==> src/rtl/uart_rx_fifo_if.sv <==
// Read-side port bundle of the UART receive FIFO: show-ahead data, valid/ready pop and occupancy.
// The master side is the FIFO; the slave side is the consumer (CPU bus adapter).
interface uart_rx_fifo_if #(
  parameter int FIFO_DEPTH = 8
) ();
  logic [7:0]                  rd_data;
  logic                        rd_valid;
  logic                        rd_ready;
  logic [$clog2(FIFO_DEPTH):0] count;

  modport master (output rd_data, output rd_valid, output count, input rd_ready);
  modport slave  (input rd_data, input rd_valid, input count, output rd_ready);
endinterface

==> src/rtl/uart_rx_fifo.sv <==
// UART receiver (2-flop sync, start-bit validation, mid-bit sampling) feeding a show-ahead FIFO.
// Define UART_RX_PARITY_EN for 8E1 framing with a live parity_err; the default build is 8N1.
module uart_rx_fifo #(
  parameter int CLKS_PER_BIT = 217,
  parameter int FIFO_DEPTH   = 8
) (
  input  logic           clk,
  input  logic           rst_,
  input  logic           rx,
  uart_rx_fifo_if.master rd,
  output logic           rx_busy,
  output logic           frame_err,
  output logic           overrun,
  output logic           parity_err,
  input  logic           err_clr
);
  localparam int CTR_W = $clog2(CLKS_PER_BIT);
  localparam int AW    = $clog2(FIFO_DEPTH);
  localparam int CW    = AW + 1;
  localparam logic [CTR_W-1:0] HALF_LAST = CTR_W'(CLKS_PER_BIT / 2 - 1);
  localparam logic [CTR_W-1:0] BIT_LAST  = CTR_W'(CLKS_PER_BIT - 1);
  localparam logic [CTR_W-1:0] CTR_ONE   = CTR_W'(1);
  localparam logic [CW-1:0]    FULL_CNT  = CW'(FIFO_DEPTH);
  localparam logic [CW-1:0]    CNT_ONE   = CW'(1);
  localparam logic [AW-1:0]    PTR_ONE   = AW'(1);

  typedef enum logic [2:0] {
    S_IDLE,
    S_START,
    S_DATA,
`ifdef UART_RX_PARITY_EN
    S_PARITY,
`endif
    S_STOP
  } state_t;

`ifdef UART_RX_PARITY_EN
  localparam state_t S_AFTER_DATA = S_PARITY;
  logic r_par_bad;
`else
  localparam state_t S_AFTER_DATA = S_STOP;
`endif

  state_t           r_state;
  logic [CTR_W-1:0] r_ctr;
  logic [2:0]       r_idx;
  logic [7:0]       r_shift;
  logic             r_busy;
  logic             r_rx_meta, r_rxs;
  logic             r_frame_err, r_overrun, r_parity_err;

  logic [7:0]       r_mem [FIFO_DEPTH];
  logic [AW-1:0]    r_wr_ptr, r_rd_ptr;
  logic [CW-1:0]    r_count;

  logic w_bit_end, w_stop_smp, w_good, w_frame_set, w_par_set;
  logic w_full, w_pop, w_push, w_ovr_set;

  // NOTE: sequential state is assigned with <= only, so every flop samples pre-edge values.
  always_ff @(posedge clk or negedge rst_) begin
    if (!rst_) begin
      r_rx_meta <= 1'b1;
      r_rxs     <= 1'b1;
    end else begin
      r_rx_meta <= rx;
      r_rxs     <= r_rx_meta;
    end
  end

  assign w_bit_end   = (r_ctr == BIT_LAST);
  assign w_stop_smp  = (r_state == S_STOP) && w_bit_end;
  assign w_frame_set = w_stop_smp && !r_rxs;
`ifdef UART_RX_PARITY_EN
  assign w_par_set = (r_state == S_PARITY) && w_bit_end && (r_rxs != ^r_shift);
  assign w_good    = w_stop_smp && r_rxs && !r_par_bad;
`else
  assign w_par_set = 1'b0;
  assign w_good    = w_stop_smp && r_rxs;
`endif

  always_ff @(posedge clk or negedge rst_) begin
    if (!rst_) begin
      r_state <= S_IDLE;
      r_ctr   <= '0;
      r_idx   <= '0;
      r_shift <= '0;
      r_busy  <= 1'b0;
`ifdef UART_RX_PARITY_EN
      r_par_bad <= 1'b0;
`endif
    end else begin
      case (r_state)
        S_IDLE: begin
          if (!r_rxs) begin
            r_state <= S_START;
            r_ctr   <= '0;
            r_busy  <= 1'b1;
          end
        end
        S_START: begin
          if (r_ctr == HALF_LAST) begin
            r_ctr <= '0;
            r_idx <= '0;
            if (r_rxs) begin
              r_state <= S_IDLE;
              r_busy  <= 1'b0;
            end else begin
              r_state <= S_DATA;
            end
          end else begin
            r_ctr <= r_ctr + CTR_ONE;
          end
        end
        S_DATA: begin
          if (w_bit_end) begin
            r_ctr          <= '0;
            r_shift[r_idx] <= r_rxs;
            r_idx          <= r_idx + 3'd1;
            if (r_idx == 3'd7) r_state <= S_AFTER_DATA;
          end else begin
            r_ctr <= r_ctr + CTR_ONE;
          end
        end
`ifdef UART_RX_PARITY_EN
        S_PARITY: begin
          if (w_bit_end) begin
            r_ctr     <= '0;
            r_par_bad <= (r_rxs != ^r_shift);
            r_state   <= S_STOP;
          end else begin
            r_ctr <= r_ctr + CTR_ONE;
          end
        end
`endif
        S_STOP: begin
          // Return to IDLE on the stop sample itself so a back-to-back start bit is not missed.
          if (w_bit_end) begin
            r_ctr   <= '0;
            r_state <= S_IDLE;
            r_busy  <= 1'b0;
          end else begin
            r_ctr <= r_ctr + CTR_ONE;
          end
        end
        default: begin
          r_state <= S_IDLE;
          r_busy  <= 1'b0;
        end
      endcase
    end
  end

  assign w_full    = (r_count == FULL_CNT);
  assign w_pop     = (r_count != '0) && rd.rd_ready;
  assign w_push    = w_good && (!w_full || w_pop);
  assign w_ovr_set = w_good && w_full && !w_pop;

  // NOTE: FIFO storage is not reset; rd_valid gates every read, so stale contents are never seen.
  always_ff @(posedge clk) begin
    if (w_push) r_mem[r_wr_ptr] <= r_shift;
  end

  always_ff @(posedge clk or negedge rst_) begin
    if (!rst_) begin
      r_wr_ptr <= '0;
      r_rd_ptr <= '0;
      r_count  <= '0;
    end else begin
      if (w_push) r_wr_ptr <= r_wr_ptr + PTR_ONE;
      if (w_pop)  r_rd_ptr <= r_rd_ptr + PTR_ONE;
      case ({w_push, w_pop})
        2'b10:   r_count <= r_count + CNT_ONE;
        2'b01:   r_count <= r_count - CNT_ONE;
        default: r_count <= r_count;
      endcase
    end
  end

  always_ff @(posedge clk or negedge rst_) begin
    if (!rst_) begin
      r_frame_err  <= 1'b0;
      r_overrun    <= 1'b0;
      r_parity_err <= 1'b0;
    end else begin
      r_frame_err  <= (r_frame_err  & ~err_clr) | w_frame_set;
      r_overrun    <= (r_overrun    & ~err_clr) | w_ovr_set;
      r_parity_err <= (r_parity_err & ~err_clr) | w_par_set;
    end
  end

  assign rd.rd_valid = (r_count != '0);
  assign rd.rd_data  = rd.rd_valid ? r_mem[r_rd_ptr] : 8'h00;
  assign rd.count    = r_count;
  assign rx_busy     = r_busy;
  assign frame_err   = r_frame_err;
  assign overrun     = r_overrun;
  assign parity_err  = r_parity_err;

endmodule
==> src/flat_wrapper.sv <==
// flat-port wrapper written by rule: the top's interface ports become plain ports
module uart_rx_fifo_flat 
#(
  parameter int CLKS_PER_BIT = 217,
  parameter int FIFO_DEPTH   = 8
)
  (clk, rst_, rx, rx_busy, frame_err, overrun, parity_err, err_clr, rd_rd_data, rd_rd_valid, rd_count, rd_rd_ready);
  uart_rx_fifo_if #(.FIFO_DEPTH(FIFO_DEPTH)) rd_i ();
  input  logic clk;
  input  logic rst_;
  input  logic rx;
  output logic rx_busy;
  output logic frame_err;
  output logic overrun;
  output logic parity_err;
  input  logic err_clr;
  output wire logic [$bits(rd_i.rd_data)-1:0] rd_rd_data;
  output wire logic [$bits(rd_i.rd_valid)-1:0] rd_rd_valid;
  output wire logic [$bits(rd_i.count)-1:0] rd_count;
  input wire logic [$bits(rd_i.rd_ready)-1:0] rd_rd_ready;
  assign rd_rd_data = rd_i.rd_data;
  assign rd_rd_valid = rd_i.rd_valid;
  assign rd_count = rd_i.count;
  assign rd_i.rd_ready = rd_rd_ready;
  uart_rx_fifo #(.CLKS_PER_BIT(CLKS_PER_BIT), .FIFO_DEPTH(FIFO_DEPTH)) u_core (.clk(clk), .rst_(rst_), .rx(rx), .rd(rd_i), .rx_busy(rx_busy), .frame_err(frame_err), .overrun(overrun), .parity_err(parity_err), .err_clr(err_clr));
endmodule
==> config.mk <==
export PLATFORM = sky130hd
export DESIGN_NAME = uart_rx_fifo_flat
export DESIGN_NICKNAME = d
export VERILOG_FILES = /design/src/rtl/uart_rx_fifo_if.sv /design/src/rtl/uart_rx_fifo.sv /design/src/flat_wrapper.sv
export SDC_FILE = /design/constraint.sdc
export NUM_CORES = 1
export LEC_CHECK = 0
export CORE_MARGIN = 3
export CORE_UTILIZATION = 59
export CTS_BUF_LIST = sky130_fd_sc_hd__clkbuf_8 sky130_fd_sc_hd__clkbuf_16
export DETAILED_ROUTE_END_ITERATION = 6
export DONT_BUFFER_PORTS = 1
export PLACE_DENSITY = 0.84
export REMOVE_ABC_BUFFERS = 1
export SLEW_MARGIN = 20
export SYNTH_ARGS = -nofsm -noshare
export SYNTH_HDL_FRONTEND = slang
export SYNTH_SLANG_ARGS = --single-unit
==> constraint.sdc <==
create_clock -name clk -period 3.6 [get_ports clk]
set_input_delay 0.72 -clock clk [delete_from_list [all_inputs] [get_ports clk]]
set_output_delay 0.72 -clock clk [all_outputs]
set_load 0.02 [all_outputs]
After elaboration in Yosys (flattened, before gate mapping)
Memories as Yosys holds them, arrays and structs flattened.
Cells that the tools add are included.
{"block": "classes", "mux": 26, "add_sub_neg": 6, "eq_ne": 15, "n_reduce_logical": 23, "bitwise": 7, "magnitude_cmp": 2}
{"op": "two-way mux 8 bit", "n": 4}
{"op": "case mux 8 bit (3 select lines)", "n": 1}
{"op": "two-way mux 3 bit", "n": 7}
{"op": "case mux 3 bit (4 select lines)", "n": 1}
{"op": "inequality test 2 x 1 -> 1 bit, second input constant", "n": 5}
{"op": "AND reduction 5 bit", "n": 2}
{"op": "adder 3 x 1 -> 3 bit, second input constant", "n": 3}
{"op": "adder 8 x 1 -> 8 bit, second input constant", "n": 1}
{"op": "bitwise mux 8 bit", "n": 1}
{"op": "== test 8 x 7 -> 1 bit, second input constant", "n": 1}
{"op": "== test 8 bit, second input constant", "n": 1}
{"op": "logical AND 1 bit", "n": 8}
{"op": "case mux 4 bit (2 select lines)", "n": 1}
{"op": "two-way mux 1 bit", "n": 7}
{"op": "== test 3 x 2 -> 1 bit, second input constant", "n": 2}
{"op": "case mux 3 bit (2 select lines)", "n": 1}
{"op": "adder 4 x 1 -> 4 bit, second input constant", "n": 1}
{"op": "== test 4 bit, second input constant", "n": 1}
{"op": "less-than comparator 3 x 4 -> 1 bit, second input constant", "n": 1}
{"op": "case mux 1 bit (4 select lines)", "n": 1}
{"op": "AND reduction 2 bit", "n": 2}
{"op": "nonzero test 2 bit", "n": 2}
{"op": "nonzero test 4 bit", "n": 1}
{"op": "subtractor 4 x 1 -> 4 bit, second input constant", "n": 1}
{"op": "other kinds (17)", "n": 23}
{"block": "word_totals", "register_bits": 38, "n_memories": 1, "elab_cells": 93, "out_inout_bits": 17, "input_bits": 5, "ram_bits": 64}
{"memory": "u_core.r_mem", "words": 8, "word_bits": 8, "rd": 1, "rd_clocked_by_memory_dff": 0, "write_ports": 1, "line_no": "uart_rx_fifo.sv:52", "text": "logic [7:0] r_mem [FIFO_DEPTH];"}

Longest topological paths before layout
Gate-level depths: netlist of run 1.
{"block": "depth", "depth_word": 6, "depth_mapped": 12, "depth_no_buf": 11}

Worst setup path after synthesis of run 1
OpenSTA, ideal clock, no wires.
{"block": "synth_timing", "kind": "reg-to-reg", "from": "register u_core.r_ctr[0]", "to": "memory u_core.r_mem[0][0], enable pin", "setup_ns": 0.395, "synth_period_minus_slack_ns": 2.746, "stages_incl_launch_ff": 8, "required_time_ns": 3.205, "t_arrival_ns": 2.351, "path_buffers": 1, "path_slack_ns": 0.854, "path_cell_list": "dfrtp_1 inv_1 ha_1 or3b_1 buf_6 nor3_4 nand2_2 nor4_1"}
{"block": "synth_between", "elab_chain_len": 6}
{"item": "from (decl)", "line_no": "uart_rx_fifo.sv:45", "text": "logic [CTR_W-1:0] r_ctr;"}
{"item": "from (signal assigned)", "line_no": "uart_rx_fifo.sv:111", "text": "r_ctr <= r_ctr + CTR_ONE;"}
{"item": "from (signal assigned)", "line_no": "uart_rx_fifo.sv:121", "text": "r_ctr <= r_ctr + CTR_ONE;"}
{"item": "from (signal assigned)", "line_no": "uart_rx_fifo.sv:142", "text": "r_ctr <= r_ctr + CTR_ONE;"}
{"item": "== test 8 bit", "line_no": "uart_rx_fifo.sv:70", "text": "assign w_bit_end = (r_ctr == BIT_LAST);"}
{"item": "logical AND 1 bit", "line_no": "uart_rx_fifo.sv:71", "text": "assign w_stop_smp = (r_state == S_STOP) && w_bit_end;"}
{"item": "logical AND 1 bit", "line_no": "uart_rx_fifo.sv:78", "text": "assign w_good = w_stop_smp && r_rxs;"}
{"item": "logical AND 1 bit", "line_no": "uart_rx_fifo.sv:155", "text": "assign w_push = w_good && (!w_full || w_pop);"}
{"item": "two-way mux 1 bit", "line_no": "uart_rx_fifo.sv:160", "text": "if (w_push) r_mem[r_wr_ptr] <= r_shift;"}
{"item": "two-way mux 1 bit (implied by the code)", "line_no": "uart_rx_fifo.sv:160"}
{"item": "to (decl)", "line_no": "uart_rx_fifo.sv:52"}
Every way passes these cells.

Worst setup path after layout of run 1
{"block": "layout_timing", "from": "register u_core.r_ctr[0]", "to": "memory u_core.r_mem[3][3], enable pin"}
The elaborated chain is that of the path after synthesis.

==> impl_table.tex, run 1 <==
\begin{tabular}{lr}
\hline
Metric & Value \\
\hline
\multicolumn{2}{l}{\textbf{Status}} \\
Result of the run & complete, no violations \\
\multicolumn{2}{l}{\textbf{STA}} \\
Final period util & 0.759 \\
Relative max-transition margin & 0.436 \\
Max Slew Vio Count & 0 \\
Maximum achievable frequency & 366 MHz \\
Sum of negative setup slack & 0 ps \\
Unrepaired setup endpoints after global routing & no \\
Final Setup Violations & 0 \\
Transition time at the pin with the least slew margin & 835 ps \\
Clock period minus worst slack & 2730 ps \\
Largest clock skew in the final design & 13.5 ps \\
Count of endpoints failing hold in the final timing report & 0 \\
\multicolumn{2}{l}{\textbf{Synthesis}} \\
FF+latch count, synth & 101 \\
Fraction of post-synthesis cell area in the top cell type by area & 0.431 \\
Count of unique library cells instantiated by Yosys & 48 \\
Yosys synthesis warning count & 0 \\
Area share of and/or/nand/nor cells after synthesis & 0.104 \\
Proportion of synthesized chip area in sequential cells & 0.639 \\
Synth area leaders & sky130\_fd\_sc\_hd\_\_edfxtp\_1, sky130\_fd\_sc\_hd\_\_dfrtp\_1, sky130\_fd\_sc\_hd\_\_mux4\_2 \\
Proportion of synthesized area in mux cells & 0.136 \\
Cells after synthesis & 306 \\
Post-Synthesis Mean Instance Area & 14.6 um2 \\
Area of the mapped netlist & 4460 um2 \\
Synthesized-area fraction occupied by adder cells & 0.0196 \\
Leading area contributor after synthesis & sky130\_fd\_sc\_hd\_\_edfxtp\_1 \\
Post-synthesis xor/xnor area fraction & 0.0157 \\
Flip-flop cell with the highest count after synthesis & sky130\_fd\_sc\_hd\_\_edfxtp\_1 \\
Main combinational cell family by area after synthesis & multiplexers \\
Async set-reset flop share out of synthesis & 0.366 \\
Count of flip-flops with a built-in enable after synthesis & 64 \\
Compound-cell area share of the yosys netlist & 0.0600 \\
\multicolumn{2}{l}{\textbf{Setup path}} \\
Worst path required time & 3680 ps \\
Critical Path Sink Type & register \\
CP arrival & 2820 ps \\
Maximum fanout along the worst path & 7 \\
Setup crit start kind & register \\
Classification of the worst setup path & reg2reg \\
\multicolumn{2}{l}{\textbf{Clock tree}} \\
CTS tree & built \\
Cell at the root of the clock tree & sky130\_fd\_sc\_hd\_\_clkbuf\_8 \\
Post-CTS sizing & 0 \\
TritonCTS Sinks & 101 \\
Clock latency on the worst-skew pair & 360 ps \\
Post-cts hold buffer count & 0 \\
Inserted Clock Buffers & 9 \\
Clock transition at the registers of the reported paths & 100 ps \\
Number of setup buffers added after CTS & 0 \\
H-tree depth & 3 \\
Worst-case clock buffer depth & 2 \\
\multicolumn{2}{l}{\textbf{Placed design}} \\
Number of I/O port buffers & 0 \\
Placed cell area & 4560 um2 \\
GPL Wtd Cong & 0.838 \\
Post-detail-place hpwl & 5600 um \\
\multicolumn{2}{l}{\textbf{Die}} \\
Starting utilization of the core area & 0.612 \\
Core Area & 7290 um2 \\
Horiz. Die Dim & 93.0 um \\
Site Rows & 31 \\
Number of top-level pins & 22 \\
Die Area & 8640 um2 \\
Die span in y & 93.0 um \\
\multicolumn{2}{l}{\textbf{Detailed routing}} \\
Antenna Nets Post-Route & 0 \\
Routed WL per cell & 19.6 um \\
Final wirelength & 8050 um \\
Drt pass-1 iters & 4 \\
Via count of the routed design & 2,563 \\
DRC Markers & 0 \\
Post-DR vias/cell & 6.24 \\
Violation count after the first detailed-routing iteration & 227 \\
\multicolumn{2}{l}{\textbf{Power}} \\
Total chip power & 2.39 mW \\
Worst vdd rail ir drop & 0.285 mV \\
Leakage dissipation & 1.90 nW \\
Pwr per Cell Area & 502 nW/um2 \\
\multicolumn{2}{l}{\textbf{Finish}} \\
Filler instances & 546 \\
Fraction of final layout cells sized beyond drive strength 1 & 0.160 \\
Final Net Count & 319 \\
Final Instance Area & 4750 um2 \\
Most common library cell in the layout ignoring fill and taps & sky130\_fd\_sc\_hd\_\_edfxtp\_1 \\
Most frequent cells in the layout & sky130\_fd\_sc\_hd\_\_edfxtp\_1, sky130\_fd\_sc\_hd\_\_dfrtp\_1, sky130\_fd\_sc\_hd\_\_nor2\_1 \\
Area growth syn-to-layout & 6.51\% \\
\# diodes & 0 \\
\multicolumn{2}{l}{\textbf{Global routing}} \\
Total Routing Usage GR & 0.205 \\
Via count of the first global-routing pass & 2,524 \\
Global-route wire length before repair & 13,400 um \\
Largest net degree at the start of global routing & 38 \\
Total grt overflow & 0 \\
Initial antenna violation count & 0 \\
\multicolumn{2}{l}{\textbf{Worst hold path}} \\
Class of the worst hold path & in2async \\
\multicolumn{2}{l}{\textbf{Flow run}} \\
Max-cap viol count & 0 \\
\hline
\end{tabular}
[per-layer routing]
layer / track usage / vias up / routed length [um] / part of all wire
li1: - / 1168 / - / -
met1: 0.273 / 1322 / 3460 / 0.43
met2: 0.341 / 64 / 4210 / 0.52
met3: 0.0301 / 9 / 284 / 0.035
met4: 0.0806 / 0 / 93 / 0.012
met5: 0 / - / 0 / 0
[worst max-delay path, cell delays in order, from the launching register on]
cell and delay [ps]:
sky130_fd_sc_hd__dfrtp_1 430, sky130_fd_sc_hd__inv_1 70, sky130_fd_sc_hd__ha_1 130, sky130_fd_sc_hd__or3b_1 470, sky130_fd_sc_hd__nor3_4 400, sky130_fd_sc_hd__nand2_2 180
sky130_fd_sc_hd__nor3_1 510, sky130_fd_sc_hd__buf_4 260
[report_power, final]
part	switching (mW)	internal (mW)
sequential	0.149	1.26
combinational	0.136	0.161
clock	0.414	0.268
[synth_stat cells, types with 3 or more instances]
cell type	number
sky130_fd_sc_hd__a21oi_1	3
sky130_fd_sc_hd__a22o_1	4
sky130_fd_sc_hd__buf_2	3
sky130_fd_sc_hd__clkbuf_1	10
sky130_fd_sc_hd__dfrtp_1	35
sky130_fd_sc_hd__edfxtp_1	64
sky130_fd_sc_hd__ha_1	7
sky130_fd_sc_hd__inv_1	12
sky130_fd_sc_hd__mux2_1	8
sky130_fd_sc_hd__mux2_2	4
sky130_fd_sc_hd__mux2i_1	11
sky130_fd_sc_hd__mux4_2	16
sky130_fd_sc_hd__nand2_1	19
sky130_fd_sc_hd__nand2b_1	4
sky130_fd_sc_hd__nand3_1	7
sky130_fd_sc_hd__nand3b_1	3
sky130_fd_sc_hd__nand4_1	3
sky130_fd_sc_hd__nand4b_1	4
sky130_fd_sc_hd__nor2_1	20
sky130_fd_sc_hd__nor2b_1	5
sky130_fd_sc_hd__nor3_1	8
sky130_fd_sc_hd__o21ai_0	11
sky130_fd_sc_hd__o22ai_1	5
sky130_fd_sc_hd__xnor2_1	7
[worst paths after layout]
kind | startpoint | end | slack (ps) | cells after the start
max | u_core.r_ctr[0]$_DFFE_PN0P_ | u_core.r_mem[3][3]$_DFFE_PP_ | 870 | 7
min | rst_ | u_core.rx_busy$_DFFE_PN0P_ | 40 | 0
max reg2reg | u_core.r_ctr[0]$_DFFE_PN0P_ | u_core.r_mem[3][3]$_DFFE_PP_ | 870 | 7
min reg2reg | u_core.r_rx_meta$_DFF_PN1_ | u_core.r_rxs$_DFF_PN1_ | 350 | 0
max in group asynchronous | rst_ | u_core.r_rx_meta$_DFF_PN1_ | 3370 | 0
min in group clk | u_core.r_rx_meta$_DFF_PN1_ | u_core.r_rxs$_DFF_PN1_ | 350 | 0
[metrics by stage]
step	hold slack, ps	util	std cells	worst slack, ps
final	38.7	0.652	411	866
after global routing	12.4	0.652	411	739
after CTS	18.9	0.652	411	826
after detailed placement	349	0.625	395	844
after global placement	346	0.625	395	1000
after floorplan	345	-	290	857
[logic make-up after synthesis]
kind of cell / Yosys count
AND/OR/NAND/NOR: 85
XOR/XNOR: 8
multiplexers: 39
adder cells (fa/ha/maj): 7
flip-flops: 101
buffers and inverters: 28
AO/OA/AOI/OAI: 38
[area by class of cell]
type                       count  area, um2  share of cell area
clock buffer                   9        124              0.0261
clock inverter                 7       68.8              0.0145
inverter                      12       45.0             0.00948
multi-input combinational    177       1490               0.314
sequential                   101       2850               0.600
tap                           99        124              0.0261
timing repair buffer           6       45.0             0.00948
[sequential cells by signal (all words and copies together) (netlist names), 2 cells and up]
signal,flops
u_core.r_wr_ptr,3
u_core.r_state,2
u_core.r_rd_ptr,3
u_core.r_ctr,8
u_core.r_mem,64
u_core.r_idx,3
u_core.r_shift,8
u_core.rd.count,4
Power figures use the tool's default switching activity.
==> inputs of run 2 (changes only) <==
Clock period 3.6 ns to 2.7 ns, I/O delays scaled along.
==> impl_table.tex, run 2 (same netlist as run 1, synthesis figures left out) <==
\begin{tabular}{lr}
\hline
Metric & Value \\
\hline
\multicolumn{2}{l}{\textbf{Status}} \\
Result of the run & complete, no violations \\
\multicolumn{2}{l}{\textbf{Die}} \\
Core Area & 7290 um2 (unchanged) \\
Die Area & 8640 um2 (unchanged) \\
Number of top-level pins & 22 (unchanged) \\
Site Rows & 31 (unchanged) \\
Horiz. Die Dim & 93.0 um (unchanged) \\
Starting utilization of the core area & 0.612 (unchanged) \\
Die span in y & 93.0 um (unchanged) \\
\multicolumn{2}{l}{\textbf{Finish}} \\
Final Core Density & 0.667 (+0.0151) \\
Fraction of final layout cells sized beyond drive strength 1 & 0.188 (+0.0280) \\
\# diodes & 0 (unchanged) \\
Area growth syn-to-layout & 8.98\% \\
Top register by number of flip-flops & u\_core.r\_mem \\
Most common library cell in the layout ignoring fill and taps & sky130\_fd\_sc\_hd\_\_edfxtp\_1 \\
Final Net Count & 331 (+3.8\%) \\
Largest register FFs & 64 (unchanged) \\
Registers with the most flip-flops & u\_core.r\_mem (64), u\_core.r\_ctr (8), u\_core.r\_shift (8) \\
Most frequent cells in the layout & sky130\_fd\_sc\_hd\_\_edfxtp\_1, sky130\_fd\_sc\_hd\_\_dfrtp\_1, sky130\_fd\_sc\_hd\_\_nor2\_1 \\
Final Non-Filler Cells & 423 (+2.9\%) \\
\multicolumn{2}{l}{\textbf{Setup path}} \\
Critical path depth in cells & 4 (-3) \\
Setup crit start kind & register \\
Buf+Inv Stages, Crit Path & 1 (-1) \\
First element of the critical path & u\_core.r\_rd\_ptr[0]\$\_DFFE\_PN0P\_ \\
CP arrival & 1890 ps (-930 ps) \\
Max incr delay on CP & 570 ps (+60 ps) \\
Endpoint of the most critical setup path & rd\_rd\_data[0] \\
Worst path required time & 2160 ps (-1520 ps) \\
Critical Path Sink Type & output pin \\
R2R cell count & 11 (+4) \\
Cells traversed along the worst timing path & buf\_4 > mux4\_2 > mux2i\_1 > nor2\_1 \\
Maximum fanout along the worst path & 18 (+11) \\
Worst setup slack for register-to-register paths & 380 ps (-490 ps) \\
Classification of the worst setup path & reg2out \\
Endpoint of the most critical register-to-register path & u\_core.rd.count[2]\$\_DFFE\_PN0P\_ \\
Library cell contributing the largest single delay on the critical path & sky130\_fd\_sc\_hd\_\_mux4\_2 \\
Critical register-to-register path startpoint & u\_core.r\_ctr[0]\$\_DFFE\_PN0P\_ \\
Top Family by Delay on Critical Path & multiplexers \\
\multicolumn{2}{l}{\textbf{Placed design}} \\
Post-detail-place hpwl & 5320 um (-5.0\%) \\
Number of I/O port buffers & 0 (unchanged) \\
GPL Wtd Cong & 0.861 (+2.7\%) \\
Placed instance count & 405 (+2.5\%) \\
\multicolumn{2}{l}{\textbf{Global routing}} \\
Global-route wire length before repair & 12,800 um (-4.2\%) \\
Initial antenna violation count & 0 (unchanged) \\
Total grt overflow & 0 (unchanged) \\
Largest net degree at the start of global routing & 38 (unchanged) \\
Via count of the first global-routing pass & 2,499 (-0.99\%) \\
Total Routing Usage GR & 0.197 (-0.00748) \\
\multicolumn{2}{l}{\textbf{Detailed routing}} \\
Final wirelength & 7710 um (-4.2\%) \\
Violation count after the first detailed-routing iteration & 148 (-35\%) \\
Antenna Nets Post-Route & 0 (unchanged) \\
Drt pass-1 iters & 4 (unchanged) \\
Routed WL per cell & 18.2 um (-7.0\%) \\
DRC Markers & 0 (unchanged) \\
Post-DR vias/cell & 5.95 (-4.6\%) \\
Via count of the routed design & 2,516 (-1.8\%) \\
\multicolumn{2}{l}{\textbf{Power}} \\
Switching power & 0.959 mW (+37\%) \\
Seq pwr share & 0.550 (-0.039) \\
Cell internal pwr & 2.30 mW (+36\%) \\
Part of the total power dissipated in combinational logic & 0.162 (+0.037) \\
Worst vdd rail ir drop & 0.353 mV (+24\%) \\
Share of total power consumed by net switching & 0.295 (+0.00166) \\
Power share of the clock group & 0.288 (+0.002) \\
Leakage dissipation & 1.98 nW (+4.0\%) \\
Pwr per Cell Area & 670 nW/um2 (+33\%) \\
\multicolumn{2}{l}{\textbf{STA}} \\
Unrepaired setup endpoints after global routing & no \\
Largest clock skew in the final design & 8.33 ps (-5.18 ps) \\
Fin Hold WS & 151 ps (+112 ps) \\
Max Slew Vio Count & 0 (unchanged) \\
Transition time at the pin with the least slew margin & 683 ps (-152 ps) \\
Maximum achievable frequency & 412 MHz \\
Count of endpoints failing hold in the final timing report & 0 (unchanged) \\
Relative max-transition margin & 0.542 (+0.105) \\
Clock period minus worst slack & 2430 ps \\
Final Setup Violations & 0 (unchanged) \\
Final period util & 0.899 \\
\multicolumn{2}{l}{\textbf{Clock tree}} \\
CTS tree & built \\
Inserted Clock Buffers & 9 (unchanged) \\
Post-CTS sizing & 0 (unchanged) \\
Clock latency on the worst-skew pair & 380 ps (+20 ps) \\
Worst-case clock buffer depth & 2 (unchanged) \\
H-tree depth & 3 (unchanged) \\
TritonCTS Sinks & 101 (unchanged) \\
Cell at the root of the clock tree & sky130\_fd\_sc\_hd\_\_clkbuf\_8 \\
Clock transition at the registers of the reported paths & 100 ps (about the same) \\
\multicolumn{2}{l}{\textbf{Worst hold path}} \\
Worst min-delay path startpoint & rx \\
Hold Crit Depth & 0 \\
Class of the worst hold path & in2reg \\
\multicolumn{2}{l}{\textbf{Flow run}} \\
Max-cap viol count & 0 (unchanged) \\
\hline
\end{tabular}
-- run 2: cell count changes in the layout (fill, tap and decap cells not counted) --
cell	change
sky130_fd_sc_hd__inv_8	+1
sky130_fd_sc_hd__inv_6	+1
sky130_fd_sc_hd__clkinvlp_4	-2
sky130_fd_sc_hd__buf_12	+1
sky130_fd_sc_hd__buf_4	+10
sky130_fd_sc_hd__dlygate4sd3_1	+1
-- run 2: layout make-up --
| type | instances | area [um2] |
|---|---|---|
| Sequential cell | 101 | 2850 |
| Fill cell | 521 | 2430 |
| Multi-Input combinational cell | 177 | 1490 |
| Timing Repair Buffer | 18 | 150 |
| Clock buffer | 9 | 124 |
| Tap cell | 99 | 124 |
| Clock inverter | 7 | 73.8 |
| Inverter | 12 | 45.0 |
-- run 2: power by group through the flow --
stage / sequential (mW) / clock (mW) / combinational (mW)
5_1_grt: 1.80 / 1.02 / 0.579
3_5_place_dp: 1.83 / 0 / 0.521
2_1_floorplan: 1.92 / 0 / 0.278
6_report: 1.79 / 0.939 / 0.526
4_1_cts: 1.79 / 0.959 / 0.537
3_3_place_gp: 1.82 / 0 / 0.511
-- run 2: worst min path at each step --
| stage | to | slack (ps) |
|---|---|---|
| after floorplan | u_core.frame_err$_DFF_PN0_ | 240 |
| after global placement | u_core.r_ctr[7]$_DFFE_PN0P_ | 250 |
| after detailed placement | u_core.r_ctr[3]$_DFFE_PN0P_ | 250 |
| after CTS | u_core.r_rx_meta$_DFF_PN1_ | 140 |
| after global routing | u_core.r_rx_meta$_DFF_PN1_ | 130 |
| final | u_core.r_rx_meta$_DFF_PN1_ | 150 |
-- run 2: metrics by stage --
step           setup TNS, ps  instance area, um2  total power [mW]  setup WS, ps
2_1_floorplan           -347                4390              2.19         -43.4
3_3_place_gp               0                4630              2.34           454
3_5_place_dp               0                4630              2.35           385
4_1_cts                    0                4860              3.29           238
5_1_grt                    0                4860              3.40           153
6_report                   0                4860              3.26           274
-- run 2: timing repair --
action,CTS,global route
endpoints found under the setup margin,0,0
hold buffers,2,0
setup buffers,0,0
hold endpoints to repair,37,0
-- run 2: metal layers --
layer / wire length, um / vias up / global-route usage / share of wire
li1: - / 1185 / - / -
met3: 289 / 13 / 0.0406 / 0.037
met1: 3420 / 1264 / 0.267 / 0.44
met4: 112 / 0 / 0.0806 / 0.015
met2: 3890 / 54 / 0.316 / 0.50
met5: 0 / - / 0 / 0
==> inputs of run 3 (changes only) <==
==> constraint.sdc (replaced) <==
create_clock -name clk -period 2.7 [get_ports clk]
set_input_delay 0 -clock clk [delete_from_list [all_inputs] [get_ports clk]]
set_output_delay 0 -clock clk [all_outputs]
set_load 0.02 [all_outputs]
==> impl_table.tex, run 3 (same netlist as run 1, synthesis figures left out) <==
\begin{tabular}{lr}
\hline
Metric & Value \\
\hline
\multicolumn{2}{l}{\textbf{STA}} \\
Maximum achievable frequency & 427 MHz (+3.6\%) \\
Final period util & 0.867 (-0.0313) \\
Clock period minus worst slack & 2340 ps (-84.5 ps) \\
Transition time at the pin with the least slew margin & 723 ps (+40.3 ps) \\
Final Setup Violations & 0 (unchanged) \\
Relative max-transition margin & 0.518 (-0.0235) \\
Final WS setup & 358 ps (+84.5 ps) \\
Unrepaired setup endpoints after global routing & no \\
Fin Hold WS & 20.6 ps (-130 ps) \\
Count of endpoints failing hold in the final timing report & 0 (unchanged) \\
Largest clock skew in the final design & 9.62 ps (+1.29 ps) \\
Max Slew Vio Count & 0 (unchanged) \\
Sum of negative setup slack & 0 ps (unchanged) \\
\multicolumn{2}{l}{\textbf{Die}} \\
Starting utilization of the core area & 0.612 (unchanged) \\
Number of top-level pins & 22 (unchanged) \\
Horiz. Die Dim & 93.0 um (unchanged) \\
Die Area & 8640 um2 (unchanged) \\
Site Rows & 31 (unchanged) \\
Die span in y & 93.0 um (unchanged) \\
Core Area & 7290 um2 (unchanged) \\
\multicolumn{2}{l}{\textbf{Clock tree}} \\
Clock latency on the worst-skew pair & 370 ps (about the same) \\
Cell at the root of the clock tree & sky130\_fd\_sc\_hd\_\_clkbuf\_8 \\
H-tree depth & 3 (unchanged) \\
CTS tree & built \\
Clock transition at the registers of the reported paths & 100 ps (about the same) \\
TritonCTS Sinks & 101 (unchanged) \\
Inserted Clock Buffers & 9 (unchanged) \\
Post-CTS sizing & 0 (unchanged) \\
Worst-case clock buffer depth & 2 (unchanged) \\
\multicolumn{2}{l}{\textbf{Finish}} \\
Registers with the most flip-flops & u\_core.r\_mem (64), u\_core.r\_ctr (8), u\_core.r\_shift (8) \\
Top register by number of flip-flops & u\_core.r\_mem \\
Filler instances & 502 (-3.6\%) \\
Most frequent cells in the layout & sky130\_fd\_sc\_hd\_\_edfxtp\_1, sky130\_fd\_sc\_hd\_\_dfrtp\_1, sky130\_fd\_sc\_hd\_\_nor2\_1 \\
Area growth syn-to-layout & 9.48\% \\
Largest register FFs & 64 (unchanged) \\
Area taken by flip-flops and latches & 2850 um2 (unchanged) \\
Multi-input combinational cell area & 1490 um2 (unchanged) \\
Fraction of final layout cells sized beyond drive strength 1 & 0.187 (-0.00173) \\
Most common library cell in the layout ignoring fill and taps & sky130\_fd\_sc\_hd\_\_edfxtp\_1 \\
Final Net Count & 334 (+0.91\%) \\
Final Non-Filler Cells & 426 (+0.71\%) \\
\# diodes & 0 (unchanged) \\
\multicolumn{2}{l}{\textbf{Power}} \\
Power share of the clock group & 0.282 (-0.006) \\
Part of the total power dissipated in combinational logic & 0.160 (-0.002) \\
Share of total power consumed by net switching & 0.293 (-0.00190) \\
Total chip power & 3.24 mW (-0.54\%) \\
Cell internal pwr & 2.29 mW (-0.27\%) \\
Pwr per Cell Area & 663 nW/um2 (-1.0\%) \\
Switching power & 0.948 mW (-1.2\%) \\
Leakage dissipation & 1.98 nW (+0.16\%) \\
Seq pwr share & 0.558 (+0.008) \\
Worst vdd rail ir drop & 0.322 mV (-8.6\%) \\
\multicolumn{2}{l}{\textbf{Setup path}} \\
Max incr delay on CP & 470 ps (-100 ps) \\
Endpoint of the most critical register-to-register path & u\_core.r\_mem[4][6]\$\_DFFE\_PP\_ \\
Worst setup slack for register-to-register paths & 360 ps (-20 ps) \\
R2R cell count & 8 (-3) \\
Library cell contributing the largest single delay on the critical path & sky130\_fd\_sc\_hd\_\_or3b\_1 \\
Endpoint of the most critical setup path & u\_core.r\_mem[4][6]\$\_DFFE\_PP\_ \\
Maximum fanout along the worst path & 8 (-10) \\
Cells traversed along the worst timing path & inv\_1 > ha\_1 > or3b\_1 > nor3\_4 > buf\_4 > nand3\_1 > nor3\_1 > buf\_4 \\
Worst path required time & 2780 ps (+620 ps) \\
Setup crit start kind & register \\
First element of the critical path & u\_core.r\_ctr[0]\$\_DFFE\_PN0P\_ \\
Classification of the worst setup path & reg2reg \\
Critical register-to-register path startpoint & u\_core.r\_ctr[0]\$\_DFFE\_PN0P\_ \\
Critical Path Sink Type & register \\
Cell repeated most along the worst path & sky130\_fd\_sc\_hd\_\_buf\_4 \\
CP arrival & 2420 ps (+530 ps) \\
\multicolumn{2}{l}{\textbf{Global routing}} \\
Met1 Resource Use GR & 0.280 (+0.0129) \\
Initial antenna violation count & 0 (unchanged) \\
Most Crowded Layer GR & met2 \\
Largest net degree at the start of global routing & 38 (unchanged) \\
Via count of the first global-routing pass & 2,456 (-1.7\%) \\
Global-route wire length before repair & 12,900 um (+0.48\%) \\
Total grt overflow & 0 (unchanged) \\
Global-route met3 utilization & 0.0374 (-0.00325) \\
Met2 track utilization from global routing & 0.304 (-0.0114) \\
Total Routing Usage GR & 0.196 (-0.00181) \\
\multicolumn{2}{l}{\textbf{Detailed routing}} \\
Routed WL per cell & 18.4 um (+1.2\%) \\
Antenna Nets Post-Route & 0 (unchanged) \\
Drt pass-1 iters & 5 (+1) \\
Final wirelength & 7850 um (+1.9\%) \\
Post-DR vias/cell & 6.07 (+2.0\%) \\
DRC Markers & 0 (unchanged) \\
Via count of the routed design & 2,584 (+2.7\%) \\
Violation count after the first detailed-routing iteration & 197 (+33\%) \\
\multicolumn{2}{l}{\textbf{Flow run}} \\
Max-cap viol count & 0 (unchanged) \\
\multicolumn{2}{l}{\textbf{Placed design}} \\
Placed instance count & 405 (unchanged) \\
Number of I/O port buffers & 0 (unchanged) \\
GPL Wtd Cong & 0.860 (about the same) \\
Worst setup timing slack at the placement stage & 372 ps (-13.0 ps) \\
Post-detail-place hpwl & 5310 um (-0.23\%) \\
\multicolumn{2}{l}{\textbf{Worst hold path}} \\
Hold Crit Depth & 4 (+4) \\
Class of the worst hold path & in2reg \\
\multicolumn{2}{l}{\textbf{Status}} \\
Result of the run & complete, no violations \\
\hline
\end{tabular}
[run 3: changes by cell type in the layout (fill, tap and decap cells not counted)]
cell	delta
sky130_fd_sc_hd__inv_6	-2
sky130_fd_sc_hd__clkinv_8	-1
sky130_fd_sc_hd__clkinvlp_4	+2
sky130_fd_sc_hd__inv_8	+1
sky130_fd_sc_hd__dlygate4sd3_1	+3
[run 3: routing by layer]
metal / vias to the layer above / wire length, um
met4: 0 / 114
met2: 57 / 3980
li1: 1190 / -
met3: 14 / 297
met5: - / 0
met1: 1323 / 3460
[run 3: repair_timing]
item | 4_1_cts | 5_1_grt
hold buffers | 5 | 0
hold endpoints to repair | 45 | 0
setup endpoints to repair | 0 | 0
setup buffers | 0 | 0
[run 3: power groups by stage]
stage	logic, mW	clock network, mW	registers (mW)
final	0.517	0.912	1.81
after global routing	0.565	0.991	1.82
after CTS	0.528	0.930	1.81
after detailed placement	0.507	0	1.84
after global placement	0.495	0	1.84
after floorplan	0.278	0	1.92
[run 3: layout make-up]
type | count | area share
Clock inverter | 7 | 0.0136
Multi-Input combinational cell | 177 | 0.306
Sequential cell | 101 | 0.584
Inverter | 12 | 0.00922
Timing Repair Buffer | 21 | 0.0369
Clock buffer | 9 | 0.0254
Tap cell | 99 | 0.0254
[run 3: worst min path at each step]
stage	from	endpoint
CTS	rd_rd_ready	u_core.rd.count[3]$_DFFE_PN0P_
global route	rd_rd_ready	u_core.rd.count[3]$_DFFE_PN0P_
finish	rd_rd_ready	u_core.rd.count[3]$_DFFE_PN0P_
detailed placement	rst_	u_core.r_ctr[3]$_DFFE_PN0P_
floorplan	rst_	u_core.frame_err$_DFF_PN0_
global placement	rst_	u_core.r_ctr[7]$_DFFE_PN0P_
[run 3: through the flow]
stage,area (um2),util
3_5_place_dp,4630,0.635
2_1_floorplan,4390,-
3_3_place_gp,4630,0.635
6_report,4880,0.670
4_1_cts,4880,0.670
5_1_grt,4880,0.670
[run 3: worst max-delay path: cells and delay by family (launching register included)]
kind | cells | cell delay, ps
adder cells (fa/ha/maj) | 1 | 120
buffers and inverters | 3 | 470
flip-flops | 1 | 440
AND/OR/NAND/NOR | 4 | 1030
